File: config.mk
export PLATFORM = sky130hd
export DESIGN_NAME = ex_div_sequencer
export DESIGN_NICKNAME = d
export VERILOG_FILES = /design/src/rtl/ex_div_sequencer.sv
export SDC_FILE = /design/constraint.sdc
export NUM_CORES = 1
export LEC_CHECK = 0
export ABC_AREA = 0
export ABC_CLOCK_PERIOD_IN_PS = 4650
export BUFFER_PORTS_ARGS = -buffer_cell sky130_fd_sc_hd__buf_2
export CORE_MARGIN = 2
export CORE_UTILIZATION = 45
export DETAILED_ROUTE_END_ITERATION = 6
export SLEW_MARGIN = 40
export SYNTH_ARGS = -nofsm -noshare
export SYNTH_HDL_FRONTEND = slang
export SYNTH_SLANG_ARGS = --single-unit
File: constraint.sdc
create_clock -name clk -period 4.65 [get_ports clk]
set_input_delay 1.395 -clock clk [delete_from_list [all_inputs] [get_ports clk]]
set_output_delay 1.395 -clock clk [all_outputs]
set_load 0.03 [all_outputs]
File: src/rtl/ex_div_sequencer.sv
// ============================================================================
// Module   : ex_div_sequencer
// Brief    : Multi-cycle radix-2 restoring integer divide/remainder sequencer
//            sitting beside the execute stage. Five-state FSM with a
//            single-cycle fast path for divide-by-zero and signed overflow.
// Options  : EX_DIV_EARLY_OUT_EN - when defined, |dividend| < |divisor|
//            finishes straight from PREP (quotient 0, remainder = dividend).
// Revision : 1.0 - initial release
// ============================================================================
`default_nettype none

module ex_div_sequencer #(
  parameter int DATA_WIDTH = 64
) (
  input  logic                  clk,
  input  logic                  reset,
  input  logic                  flush,
  input  logic                  start,
  output logic                  ready,
  input  logic                  op_rem,
  input  logic                  is_signed,
  input  logic                  is_word_op,
  input  logic [DATA_WIDTH-1:0] dividend,
  input  logic [DATA_WIDTH-1:0] divisor,
  input  logic [4:0]            dst_reg,
  output logic                  out_valid,
  input  logic                  out_ready,
  output logic [DATA_WIDTH-1:0] result,
  output logic [4:0]            out_dst_reg,
  output logic                  busy
);

  localparam int DW = DATA_WIDTH;

  // Most-negative values, already in 64-bit extended form
  localparam logic [DW-1:0] MIN_DBL  = {1'b1, {(DW-1){1'b0}}};
  localparam logic [DW-1:0] MIN_WORD = {{(DW-31){1'b1}}, 31'b0};
  localparam logic [6:0]    CNT_DBL  = 7'd64;
  localparam logic [6:0]    CNT_WORD = 7'd32;

  typedef enum logic [2:0] {
    S_IDLE  = 3'd0,
    S_PREP  = 3'd1,
    S_ITER  = 3'd2,
    S_FIXUP = 3'd3,
    S_DONE  = 3'd4
  } state_t;

  state_t state, state_nxt;

  // Latched request
  logic [DW-1:0] a_raw, b_raw;
  logic          rem_sel, sgn_op, word_op;
  logic [4:0]    dst_q;

  // Iteration datapath
  logic [DW-1:0] quo_q, rem_q, divs_q;
  logic [6:0]    cnt;
  logic          q_neg, r_neg;

  // Result of a W-variant is always the sign-extended low word
  function automatic logic [DW-1:0] sext_word(input logic [DW-1:0] v);
    return {{(DW-32){v[31]}}, v[31:0]};
  endfunction

  function automatic logic [DW-1:0] finish_val(input logic [DW-1:0] v, input logic word);
    return word ? sext_word(v) : v;
  endfunction

  // ---------------------------------------------------------------- PREP logic
  logic [DW-1:0] a_ext, b_ext, mag_a, mag_b, special_val;
  logic          a_neg, b_neg, div_zero, overflow, early, take_special;

  assign a_ext = word_op ? (sgn_op ? sext_word(a_raw) : {{(DW-32){1'b0}}, a_raw[31:0]}) : a_raw;
  assign b_ext = word_op ? (sgn_op ? sext_word(b_raw) : {{(DW-32){1'b0}}, b_raw[31:0]}) : b_raw;
  assign a_neg = sgn_op & a_ext[DW-1];
  assign b_neg = sgn_op & b_ext[DW-1];
  assign mag_a = a_neg ? (~a_ext + 1'b1) : a_ext;
  assign mag_b = b_neg ? (~b_ext + 1'b1) : b_ext;

  assign div_zero = (b_ext == '0);
  assign overflow = sgn_op & (b_ext == '1) & (a_ext == (word_op ? MIN_WORD : MIN_DBL));

`ifdef EX_DIV_EARLY_OUT_EN
  assign early = (mag_a < mag_b);
`else
  assign early = 1'b0;
`endif

  assign take_special = div_zero | overflow | early;

  // Divide-by-zero beats overflow, which beats the early-out shortcut
  always_comb begin
    special_val = '0;
    if (div_zero)      special_val = rem_sel ? a_ext : '1;
    else if (overflow) special_val = rem_sel ? '0 : a_ext;
    else               special_val = rem_sel ? a_ext : '0;
  end

  // ---------------------------------------------------------------- ITER logic
  logic [DW:0]   shifted;
  logic          ge;
  logic [DW-1:0] rem_next, quo_next;

  // remainder stays below the divisor, so the difference always fits in DW bits
  assign shifted  = {rem_q, quo_q[DW-1]};
  assign ge       = (shifted >= {1'b0, divs_q});
  assign rem_next = ge ? (shifted[DW-1:0] - divs_q) : shifted[DW-1:0];
  assign quo_next = {quo_q[DW-2:0], ge};

  // --------------------------------------------------------------- FIXUP logic
  logic [DW-1:0] q_fix, r_fix, fix_val;

  assign q_fix   = q_neg ? (~quo_q + 1'b1) : quo_q;
  assign r_fix   = r_neg ? (~rem_q + 1'b1) : rem_q;
  assign fix_val = finish_val(rem_sel ? r_fix : q_fix, word_op);

  // ---------------------------------------------------------------- handshake
  assign ready     = (state == S_IDLE) & ~flush;
  assign busy      = (state != S_IDLE);
  assign out_valid = (state == S_DONE);

  // State register
  always_ff @(posedge clk or negedge reset) begin
    if (!reset) state <= S_IDLE;
    else        state <= state_nxt;
  end

  // Next-state decode; flush overrides every transition
  always_comb begin
    state_nxt = state;
    case (state)
      S_IDLE:  if (start && ready) state_nxt = S_PREP;
      S_PREP:  state_nxt = take_special ? S_DONE : S_ITER;
      S_ITER:  if (cnt == 7'd1) state_nxt = S_FIXUP;
      S_FIXUP: state_nxt = S_DONE;
      S_DONE:  if (out_ready) state_nxt = S_IDLE;
      default: state_nxt = S_IDLE;
    endcase
    if (flush) state_nxt = S_IDLE;
  end

  // Operand capture, iteration datapath and result register
  always_ff @(posedge clk or negedge reset) begin
    if (!reset) begin
      a_raw       <= '0;
      b_raw       <= '0;
      rem_sel     <= 1'b0;
      sgn_op      <= 1'b0;
      word_op     <= 1'b0;
      dst_q       <= '0;
      quo_q       <= '0;
      rem_q       <= '0;
      divs_q      <= '0;
      cnt         <= '0;
      q_neg       <= 1'b0;
      r_neg       <= 1'b0;
      result      <= '0;
      out_dst_reg <= '0;
    end else if (!flush) begin
      case (state)
        S_IDLE: begin
          if (start) begin
            a_raw   <= dividend;
            b_raw   <= divisor;
            rem_sel <= op_rem;
            sgn_op  <= is_signed;
            word_op <= is_word_op;
            dst_q   <= dst_reg;
          end
        end
        S_PREP: begin
          if (take_special) begin
            result      <= finish_val(special_val, word_op);
            out_dst_reg <= dst_q;
          end else begin
            // word magnitudes start in the top half so 32 shifts consume them
            quo_q  <= word_op ? {mag_a[31:0], 32'b0} : mag_a;
            rem_q  <= '0;
            divs_q <= mag_b;
            cnt    <= word_op ? CNT_WORD : CNT_DBL;
            q_neg  <= a_neg ^ b_neg;
            r_neg  <= a_neg;
          end
        end
        S_ITER: begin
          quo_q <= quo_next;
          rem_q <= rem_next;
          cnt   <= cnt - 7'd1;
        end
        S_FIXUP: begin
          result      <= fix_val;
          out_dst_reg <= dst_q;
        end
        default: ;
      endcase
    end
  end

endmodule

`default_nettype wire
==> metrics.md <==
| Metric | Value |
|---|---|
| Max cap viols | `0` |
| Drc violations | `0` |
| RSZ-0062 raised after global routing | `false` |
| Port bufs | `212` |
| Pins over their slew limit | `0` |
| Most common cell after layout, fill and taps aside | `dfrtp_1` |
| Critical path's largest stage delay | `approximately 650 ps` |
| Fin crit share | `0.908` |
| CTS sink count | `around 410` |
| Synth Area in XOR/XNOR | `0.0923` |
| Number of flops mapped to enable cells by yosys | `0` |
| Area Overhead vs Synth | `13.6%` |
| Post-DP HPWL | `81.8 mm` |
| Register bit total from synthesis | `between 400 and 500` |
| Fin area | `32,200 µm²` |
| First-pass GRT wire length | `about 160 mm` |
| Avg Cell Area, Syn | `around 8.3 µm²` |
| Tot GR Track Use | `0.324` |
| Compound-Gate Fraction of Synth Area | `0.234` |
| Peak Freq | `237 MHz` |
| Height of the die | `between 200 and 300 µm` |
| Clk_lat worst skew | `~630 ps` |
| Status | `finished, final reports clean` |
| Share of post-route cells with drive strength above 1 | `0.163` |
| Core area | `between 60,000 and 70,000 µm²` |
| Via count | `around 27,000` |
| Slowest library cell on the worst path | `or4b_1` |
| Post-synthesis adder-cell area fraction | `0.0320` |
| Cells after Synth | `3,424` |
| CTS tree | `built` |
| Final WL | `between 100 and 150 mm` |
| WL per Instance | `24.2 µm` |
| Final worst path period need | `roughly 4200 ps` |
| Final Hold Viols | `0` |
| Antenna Diode Count | `0` |
| Total die area | `around 65,000 µm²` |
| Worst path required time | `5130 ps` |
| Setup TNS | `0 ps` |
| Synthesized area | `between 20,000 and 30,000 µm²` |
| Post-synthesis sequential area ratio | `0.361` |
| Asr flop ratio synth | `1.00` |
| Synth Area in Simple Gates | `0.175` |
| Reg clk slew, reported paths | `about 60 ps` |
| Area contributors post-synth | `dfrtp_1 (36%), o21ai_0 (6.6%), mux2_2 (5.5%), nand2_1 (4.8%), xnor2_1 (4.8%)` |
| Setup Skew | `about 36 ps` |
| Post-cts resize count | `0` |
| Antenna-violating nets left | `0` |
| GR Overflow Total | `0` |
| H-tree depth | `2` |
| Top_reg_cell synth | `dfrtp_1` |
| Worst EP arrival | `between 4000 and 5000 ps` |
| FF+latch area | `a little over 10,000 µm²` |
| Total leakage power | `around 14 nW` |
| Area of the multi-input gates | `17,000 µm²` |
| Rows | `a little over 90` |
| Crit-path cells | `nor4_1 > nor4b_2 > or4b_1 > o41ai_2 > xor2_1 > o22ai_1 > nand2b_1 > a221oi_1 > a211oi_1 > a21o_1` |
| Hold Path Class | `flip-flop to flip-flop` |
| Pre-CTS WS | `approximately 580 ps` |
| Mux share of post-synthesis cell area | `0.0601` |
| Yosys warnings | `0` |
| Worst Path Max Fanout | `9` |
| Largest net degree at the start of global routing | `109` |
| Die width | `about 260 µm` |
| Nets | `between 3,000 and 4,000` |
| Pre-antenna DRT Iters | `7` |
| Post-CTS setup buffer count | `0` |
| Worst ir drop on vdd | `0.342 mV` |
| Most frequent cells in the layout | `dfrtp_1 (406), o21ai_0 (372), nand2_1 (360)` |
| Worst-Margin Slew | `882 ps` |
| Placer Congestion | `1.01` |
| Ports | `between 200 and 250` |
| Synth cell types | `83` |
| Post-synth top area share | `0.361` |
| Syn Nets | `3,637` |
| Kind of end point of the critical path | `flip-flop` |
| Pwr dens | `575 nW/µm²` |
| # setup viols final | `0` |
| Synth area leader | `dfrtp_1` |
| Drt via density | `approximately 6.2` |
| Relative slew margins | `0.407` |
| Startpoint class of the critical path | `flip-flop` |
| 1st-iter DRT viols | `2,800` |
| Total CTS buffers | `49` |
| Vias in the first global route | `between 20,000 and 30,000` |
| Clock root buffer | `clkbuf_16` |
| Initial antenna violation count | `2` |
| WS Path Type | `flip-flop to flip-flop` |
| Post-cts hold buffer count | `0` |
| Maximum clock path buffer count | `3` |
| Fillers | `5,951` |
| Initial Utilization | `0.452` |
| Largest family of logic cells by synthesized area | `compound AO/OA/AOI/OAI gates` |
| Setup slack after layout | `429 ps` |
| Area after DPL | `about 30,000 µm²` |
## through the flow
step / hold slack, ps / power [mW] / cells / utilization
4_1_cts: 467 / 18.3 / 4424 / 0.513
6_report: 469 / 18.5 / 4424 / 0.513
3_5_place_dp: 457 / 14.3 / 4337 / 0.487
2_1_floorplan: 433 / 11.3 / 3424 / -
3_3_place_gp: 443 / 14.2 / 4337 / 0.486
5_1_grt: 490 / 19.5 / 4424 / 0.513
## cells by family (layout without fill, tap and decap cells)
logic type	count (synthesis)	count (layout)
xor+xnor	299	299
flops	409	409
fa+ha+maj	72	72
compound gates	1094	1094
mux	153	153
buf+inv	344	498
simple gates	1053	1053
## synth_stat cells (all sizes together), types with 16 or more instances
| library cell | number |
|---|---|
| nor3 | 92 |
| o211ai | 39 |
| or2 | 18 |
| a22oi | 29 |
| or4 | 33 |
| inv | 106 |
| o22ai | 31 |
| o21bai | 17 |
| dfrtp | 409 |
| o31ai | 62 |
| buf | 30 |
| mux2 | 139 |
| o41ai | 26 |
| nand4 | 52 |
| ha | 71 |
| xor2 | 144 |
| o21a | 19 |
| o21ai | 416 |
| a31oi | 65 |
| a21o | 30 |
| or3 | 28 |
| clkbuf | 207 |
| xnor2 | 155 |
| nor2 | 271 |
| a21oi | 247 |
| nand3 | 68 |
| nor2b | 16 |
| nand2 | 362 |
| nor4 | 43 |
| a211oi | 46 |
## critical path, delay by kind of cell (launching register included)
family	cells	cell delay, ps
AOI/OAI and AO/OA	5	1020
and+or+nand+nor	4	2110
DFF	1	560
xor gates and xnor gates	1	390
## area by class of cell
type,count,area share
Tap cell,846,0.0329
Clock buffer,78,0.0468
Timing Repair Buffer,304,0.0590
Clock inverter,9,0.00454
Inverter,107,0.0125
Multi-Input combinational cell,2671,0.526
Sequential cell,409,0.318
## report_power, final
group | switching (mW) | internal, mW
logic | 5.34 | 3.00
registers | 1.54 | 4.65
clock network | 1.61 | 2.38
total | 8.48 | 10.0
## layer usage
metal / global-route usage / up-vias / wire length, µm
li1: - / 12600 / -
met1: 0.468 / 13300 / 47600
met2: 0.495 / 1203 / 47700
met3: 0.0558 / 169 / 8630
met4: 0.0967 / 2 / 3220
met5: 0 / - / 13
## final timing paths
| path | startpoint | end | slack (ps) | cells past startpoint |
|---|---|---|---|---|
| max | rem_q[23] | result[32] | 430 | 10 |
| min | dst_q[0] | out_dst_reg[0] | 470 | 2 |
| max reg2reg | rem_q[23] | result[32] | 430 | 10 |
| min reg2reg | dst_q[0] | out_dst_reg[0] | 470 | 2 |
| max in group asynchronous | reset | a_raw[55] | 2840 | 2 |
| min in group asynchronous | reset | divs_q[16] | 760 | 1 |
(Power assumes the default switching activity.)
